==> src/rtl/mem_ctrl_pkg.sv <==
// Shared types for mem_ctrl: FSM state encoding, access width codes, load helpers.
package mem_ctrl_pkg;

  typedef enum logic [1:0] {
    IDLE   = 2'd0,
    IF_RD  = 2'd1,
    MEM_RD = 2'd2,
    MEM_WR = 2'd3
  } state_t;

  localparam logic [1:0] WIDTH_BYTE = 2'b00;
  localparam logic [1:0] WIDTH_HALF = 2'b01;
  localparam logic [1:0] WIDTH_WORD = 2'b10;

  // Width code 11 falls through to a word access.
  function automatic logic [2:0] width_bytes(input logic [1:0] width);
    case (width)
      WIDTH_BYTE: return 3'd1;
      WIDTH_HALF: return 3'd2;
      default:    return 3'd4;
    endcase
  endfunction

  function automatic logic [31:0] extend_load(input logic [31:0] raw,
                                              input logic [1:0]  width,
                                              input logic        signed_ld);
    case (width)
      WIDTH_BYTE: return signed_ld ? {{24{raw[7]}}, raw[7:0]} : {24'h0, raw[7:0]};
      WIDTH_HALF: return signed_ld ? {{16{raw[15]}}, raw[15:0]} : {16'h0, raw[15:0]};
      default:    return raw;
    endcase
  endfunction

endpackage

==> src/rtl/mem_ctrl.sv <==
// Byte-serial RAM arbiter for instruction fetch and data access; MEM has priority.
// Define MEMCTRL_IF_ABORT_EN to let a data request abandon an in-flight fetch.
module mem_ctrl
  import mem_ctrl_pkg::*;
(
  input  logic        clk,
  input  logic        reset_n,
  input  logic        if_req,
  input  logic [31:0] if_addr,
  output logic [31:0] if_data,
  output logic        if_done,
  input  logic        mem_req,
  input  logic        mem_we,
  input  logic [31:0] mem_addr,
  input  logic [31:0] mem_wdata,
  input  logic [1:0]  mem_width,
  input  logic        mem_signed,
  output logic [31:0] mem_rdata,
  output logic        mem_done,
  output logic        stall_if,
  output logic        stall_mem,
  output logic [31:0] ram_addr,
  output logic [7:0]  ram_dout,
  output logic        ram_wr,
  input  logic [7:0]  ram_din
);

  state_t      state, state_d;
  logic [2:0]  cnt, cnt_d;
  logic [1:0]  width_q, width_d;
  logic        sgn_q, sgn_d;
  logic [31:0] wdata_q, wdata_d;
  logic [31:0] rbuf, rbuf_d;
  logic [31:0] ram_addr_d, if_data_d, mem_rdata_d;
  logic [7:0]  ram_dout_d;
  logic        ram_wr_d, if_done_d, mem_done_d;
  logic [2:0]  nbytes;
  logic [1:0]  cap_sel;
  logic        idle_ready, take_mem;

  assign stall_if  = if_req & ~if_done;
  assign stall_mem = mem_req & ~mem_done;

  assign nbytes  = width_bytes(width_q);
  assign cap_sel = cnt[1:0] - 2'd1;

  // The done cycle still sees the request that was just served, so it is not sampled.
  assign idle_ready = (state == IDLE) & ~if_done & ~mem_done;

`ifdef MEMCTRL_IF_ABORT_EN
  assign take_mem = mem_req & (idle_ready | (state == IF_RD));
`else
  assign take_mem = mem_req & idle_ready;
`endif

  always_comb begin
    state_d     = state;
    cnt_d       = cnt;
    width_d     = width_q;
    sgn_d       = sgn_q;
    wdata_d     = wdata_q;
    rbuf_d      = rbuf;
    ram_addr_d  = ram_addr;
    ram_dout_d  = ram_dout;
    ram_wr_d    = 1'b0;
    if_data_d   = if_data;
    mem_rdata_d = mem_rdata;
    if_done_d   = 1'b0;
    mem_done_d  = 1'b0;

    case (state)
      IDLE: begin
        if (idle_ready && if_req) begin
          state_d    = IF_RD;
          width_d    = WIDTH_WORD;
          sgn_d      = 1'b0;
          ram_addr_d = if_addr;
          cnt_d      = '0;
        end
      end
      IF_RD, MEM_RD: begin
        // cnt trails the presented address by one byte: ram_din holds byte cnt-1.
        if (cnt != 3'd0) rbuf_d[{cap_sel, 3'b000} +: 8] = ram_din;
        if (cnt < nbytes - 3'd1) ram_addr_d = ram_addr + 32'd1;
        cnt_d = cnt + 3'd1;
        if (cnt == nbytes) begin
          state_d = IDLE;
          cnt_d   = '0;
          if (state == IF_RD) begin
            if_data_d = rbuf_d;
            if_done_d = 1'b1;
          end else begin
            mem_rdata_d = extend_load(rbuf_d, width_q, sgn_q);
            mem_done_d  = 1'b1;
          end
        end
      end
      MEM_WR: begin
        if (cnt < nbytes) begin
          ram_wr_d   = 1'b1;
          ram_dout_d = wdata_q[{cnt[1:0], 3'b000} +: 8];
          ram_addr_d = ram_addr + 32'd1;
          cnt_d      = cnt + 3'd1;
        end else begin
          state_d    = IDLE;
          cnt_d      = '0;
          mem_done_d = 1'b1;
        end
      end
      default: state_d = IDLE;
    endcase

    // Data acceptance overrides whatever the fetch path decided this cycle.
    if (take_mem) begin
      width_d    = mem_width;
      sgn_d      = mem_signed;
      wdata_d    = mem_wdata;
      ram_addr_d = mem_addr;
      if_done_d  = 1'b0;
      if_data_d  = if_data;
      if (mem_we) begin
        state_d    = MEM_WR;
        ram_wr_d   = 1'b1;
        ram_dout_d = mem_wdata[7:0];
        cnt_d      = 3'd1;
      end else begin
        state_d = MEM_RD;
        cnt_d   = '0;
      end
    end
  end

  always_ff @(posedge clk or negedge reset_n) begin
    if (!reset_n) begin
      state     <= IDLE;
      cnt       <= '0;
      width_q   <= '0;
      sgn_q     <= 1'b0;
      wdata_q   <= '0;
      rbuf      <= '0;
      ram_addr  <= '0;
      ram_dout  <= '0;
      ram_wr    <= 1'b0;
      if_data   <= '0;
      mem_rdata <= '0;
      if_done   <= 1'b0;
      mem_done  <= 1'b0;
    end else begin
      state     <= state_d;
      cnt       <= cnt_d;
      width_q   <= width_d;
      sgn_q     <= sgn_d;
      wdata_q   <= wdata_d;
      rbuf      <= rbuf_d;
      ram_addr  <= ram_addr_d;
      ram_dout  <= ram_dout_d;
      ram_wr    <= ram_wr_d;
      if_data   <= if_data_d;
      mem_rdata <= mem_rdata_d;
      if_done   <= if_done_d;
      mem_done  <= mem_done_d;
    end
  end

endmodule

==> config.mk <==
export PLATFORM = sky130hd
export DESIGN_NAME = mem_ctrl
export DESIGN_NICKNAME = d
export VERILOG_FILES = /design/src/rtl/mem_ctrl_pkg.sv /design/src/rtl/mem_ctrl.sv
export SDC_FILE = /design/constraint.sdc
export NUM_CORES = 1
export LEC_CHECK = 0
export BUFFER_PORTS_ARGS = -buffer_cell sky130_fd_sc_hd__clkbuf_2
export CORE_MARGIN = 4
export CORE_UTILIZATION = 46
export DETAILED_ROUTE_END_ITERATION = 8
export PLACE_DENSITY = 0.77
export SYNTH_ARGS = -nofsm -noshare
export SYNTH_HDL_FRONTEND = slang
export SYNTH_SLANG_ARGS = --single-unit
==> constraint.sdc <==
create_clock -name clk -period 9.55 [get_ports clk]
set_clock_uncertainty 0.15 [all_clocks]
set_input_delay 1.91 -clock clk [delete_from_list [all_inputs] [get_ports clk]]
set_output_delay 1.91 -clock clk [all_outputs]
set_load 0.005 [all_outputs]
==> flow_summary.json <==
{
  "outcome": "finished clean",
  "final_layout_size_suffix_gt1_share_pct": 24.32,
  "endpoint_kind": "register",
  "path_clk_slew_ns": 0.07,
  "avgSynthCellArea_um2": 9.179,
  "clock_path_buffers": 2,
  "timing.rr.start": "width_q[0]",
  "insertion_delay_ns": 0.44,
  "p_clk_share_pct": 17.6,
  "vdd_ir_drop_max_mv": 0.1757,
  "die-width_um": 148.6,
  "synth-seq-cells": 179,
  "rows": 51,
  "synth_flop_cell": "dfrtp_1",
  "p_per_area_nw_per_um2": 351.8,
  "critPathKind": "register to register",
  "fillers": 1759,
  "slew_headroom_pct": 19.89,
  "crit_path_start_kind": "register",
  "rr_worst_depth": 10,
  "antenna_found_initial": 0,
  "required_ns": 9.71,
  "drv_cap": 0,
  "switching_power_mw": 1.654,
  "wire_per_inst_um": 17.30,
  "antenna_cells": 0,
  "final_cell_mix": "clkbuf_2, nand2_1, dfrtp_1",
  "finalSetupViolations": 0,
  "setup_tns_ns": 0,
  "antenna_left": 0,
  "max_freq_mhz": 228.3,
  "grt_pass1_wl_um": 40460,
  "final_nets": 1302,
  "setup_slack_ns": 5.170,
  "fin_crit_sh_pct": 45.87,
  "syn_to_final_growth_pct": 20.42,
  "synth_warnings": 0,
  "hold_class": "register to register",
  "crit_path_start": "width_q[0]",
  "overflow": 0,
  "drt-initial-drc-count": 505,
  "synth_top_cell_area_share_pct": 49.29,
  "core_area_um2": 19460,
  "yosysTopAreaCell": "dfrtp_1",
  "cp_max_fo": 28,
  "syn_area_um2": 9087,
  "grt_pass1_vias": 7797,
  "io_pins": 221,
  "combPwrFrac_pct": 46.8,
  "drc": 0,
  "cts_resized": 0,
  "place_congestion": 0.8554,
  "first_pass_iters": 5,
  "syn-num-nets": 1121,
  "wirelength_um": 25060,
  "slew_viol_final": 0,
  "cts_max_level": 4,
  "sw_frac_of_total_pct": 42.97,
  "min_path_cells": 2,
  "synth_area_leaders": "dfrtp_1, nand2_1, nor2_1, a21oi_1, o21ai_0",
  "final_common_cell": "clkbuf_2",
  "yosysSeqAreaShare_pct": 49.29,
  "dp_worst_setup_slack_ns": 4.989,
  "track_usage_pct": 22.69,
  "rsz0062_at_grt": "no",
  "vias": 8115,
  "hpwl_um": 17340,
  "async_reset_ff_share_pct": 100.0,
  "port_buffers": 220,
  "holdWs_ns": 0.3233,
  "p_total_mw": 3.849,
  "cp.arrival_ns": 4.54,
  "seqPwrFrac_pct": 35.7,
  "via_per_inst": 5.600,
  "post_cts_buffers": 0,
  "worst_pin_slew_ns": 1.197,
  "synth_cell_types": 66,
  "clkSinkCount": 179,
  "cts.hold.buffers_added": 0,
  "die_area_um2": 22070,
  "synth_edf_count": 0,
  "p_leak_nw": 5.156,
  "worstReg2RegEnd": "mem_rdata[17]",
  "period_minus_slack_ns": 4.380,
  "cts_tree": "done",
  "die_height_um": 148.6,
  "p_int_mw": 2.195,
  "cts_root_buf": "clkbuf_16",
  "rrSetupSlack_ns": 5.17,
  "synth_cells": 990,
  "initial_utilization_pct": 46.69,
  "grt_max_degree": 113,
  "cts_buffers": 17,
  "worstSetupEndpoint": "mem_rdata[17]",
  "hold_viol": 0
}
## cells in the mapped netlist (6+ instances only)
| library cell | instances |
|---|---|
| o21ai_0 | 63 |
| clkbuf_1 | 49 |
| inv_1 | 15 |
| nor3_1 | 9 |
| nand3_1 | 27 |
| mux4_2 | 8 |
| nor4_1 | 7 |
| o211ai_1 | 6 |
| dfrtp_1 | 179 |
| buf_1 | 7 |
| nor2_1 | 113 |
| nand2b_1 | 12 |
| o22a_1 | 24 |
| buf_2 | 10 |
| nand2_1 | 182 |
| a32oi_1 | 9 |
| or3_1 | 10 |
| a31oi_1 | 26 |
| mux2i_1 | 25 |
| o31ai_1 | 27 |
| o21a_1 | 8 |
| ha_1 | 19 |
| nor2b_1 | 7 |
| and3_1 | 8 |
| a21oi_1 | 67 |
## stage by stage
step / instances / cell area, um^2 / util [%]
6_report: 1449 / 10940 / 56.23
3_3_place_gp: 1417 / 10380 / 53.31
2_1_floorplan: 990 / 9087 / -
5_1_grt: 1449 / 10940 / 56.23
4_1_cts: 1449 / 10940 / 56.23
3_5_place_dp: 1417 / 10380 / 53.31
## worst min path at each step
stage	from	endpoint	slack, ns
final	wdata_q[29]	wdata_q[29]	0.32
after global routing	wdata_q[29]	wdata_q[29]	0.35
after CTS	wdata_q[17]	wdata_q[17]	0.33
after detailed placement	wdata_q[17]	wdata_q[17]	0.31
after global placement	wdata_q[22]	wdata_q[22]	0.30
after floorplan	wdata_q[16]	wdata_q[16]	0.29
## worst max-delay path, cell delays in order, from the launching register on
cell and delay [ns]:
dfrtp_1 0.39, nor2b_1 0.17, inv_1 0.12, ha_1 0.25
clkinv_1 0.50, ha_1 0.54, nand3b_1 0.15, nor3b_2 0.80
buf_4 0.46, o221ai_2 0.40, o22a_1 0.31
## power by group through the flow
stage,logic [mW],registers (mW),clock network (mW)
after global routing,2.02,1.41,0.723
after global placement,1.74,1.37,0
after CTS,1.80,1.37,0.687
final,1.80,1.37,0.676
after detailed placement,1.80,1.38,0
after floorplan,1.23,1.32,0
## registers in the layout, indices dropped and copies added (netlist names)
register	cells
mem_rdata	32
wdata_q	32
width_q	2
ram_wr	1
if_done	1
ram_addr	32
mem_done	1
cnt	3
state	2
sgn_q	1
if_data	32
ram_dout	8
rbuf	32
## layout make-up
cell class / count / area, um^2 / share of cell area (%)
clock buffer: 18 / 429.2 / 3.922
clock inverter: 14 / 138.9 / 1.269
inverter: 16 / 60.06 / 0.5488
multi-input combinational: 727 / 4322 / 39.49
sequential: 179 / 4479 / 40.93
tap: 265 / 331.6 / 3.030
timing repair buffer: 230 / 1182 / 10.80
## cells by family after synthesis
logic type	synth area share [%]
multiplexers	5.108
adder cells (fa/ha/maj)	2.616
AND/OR/NAND/NOR	19.63
AO/OA/AOI/OAI	19.52
XOR/XNOR	0.09640
buffers and inverters	3.731
flip-flops	49.29
## layer usage
layer,vias to the layer above,global-route usage [%],wire [um]
met3,44,3.626,1461
met5,-,0,0
li1,3892,-,-
met1,3863,32.61,11430
met4,0,7.390,604
met2,316,35.42,11570
Note: power is estimated with default switching activity, not from simulation.
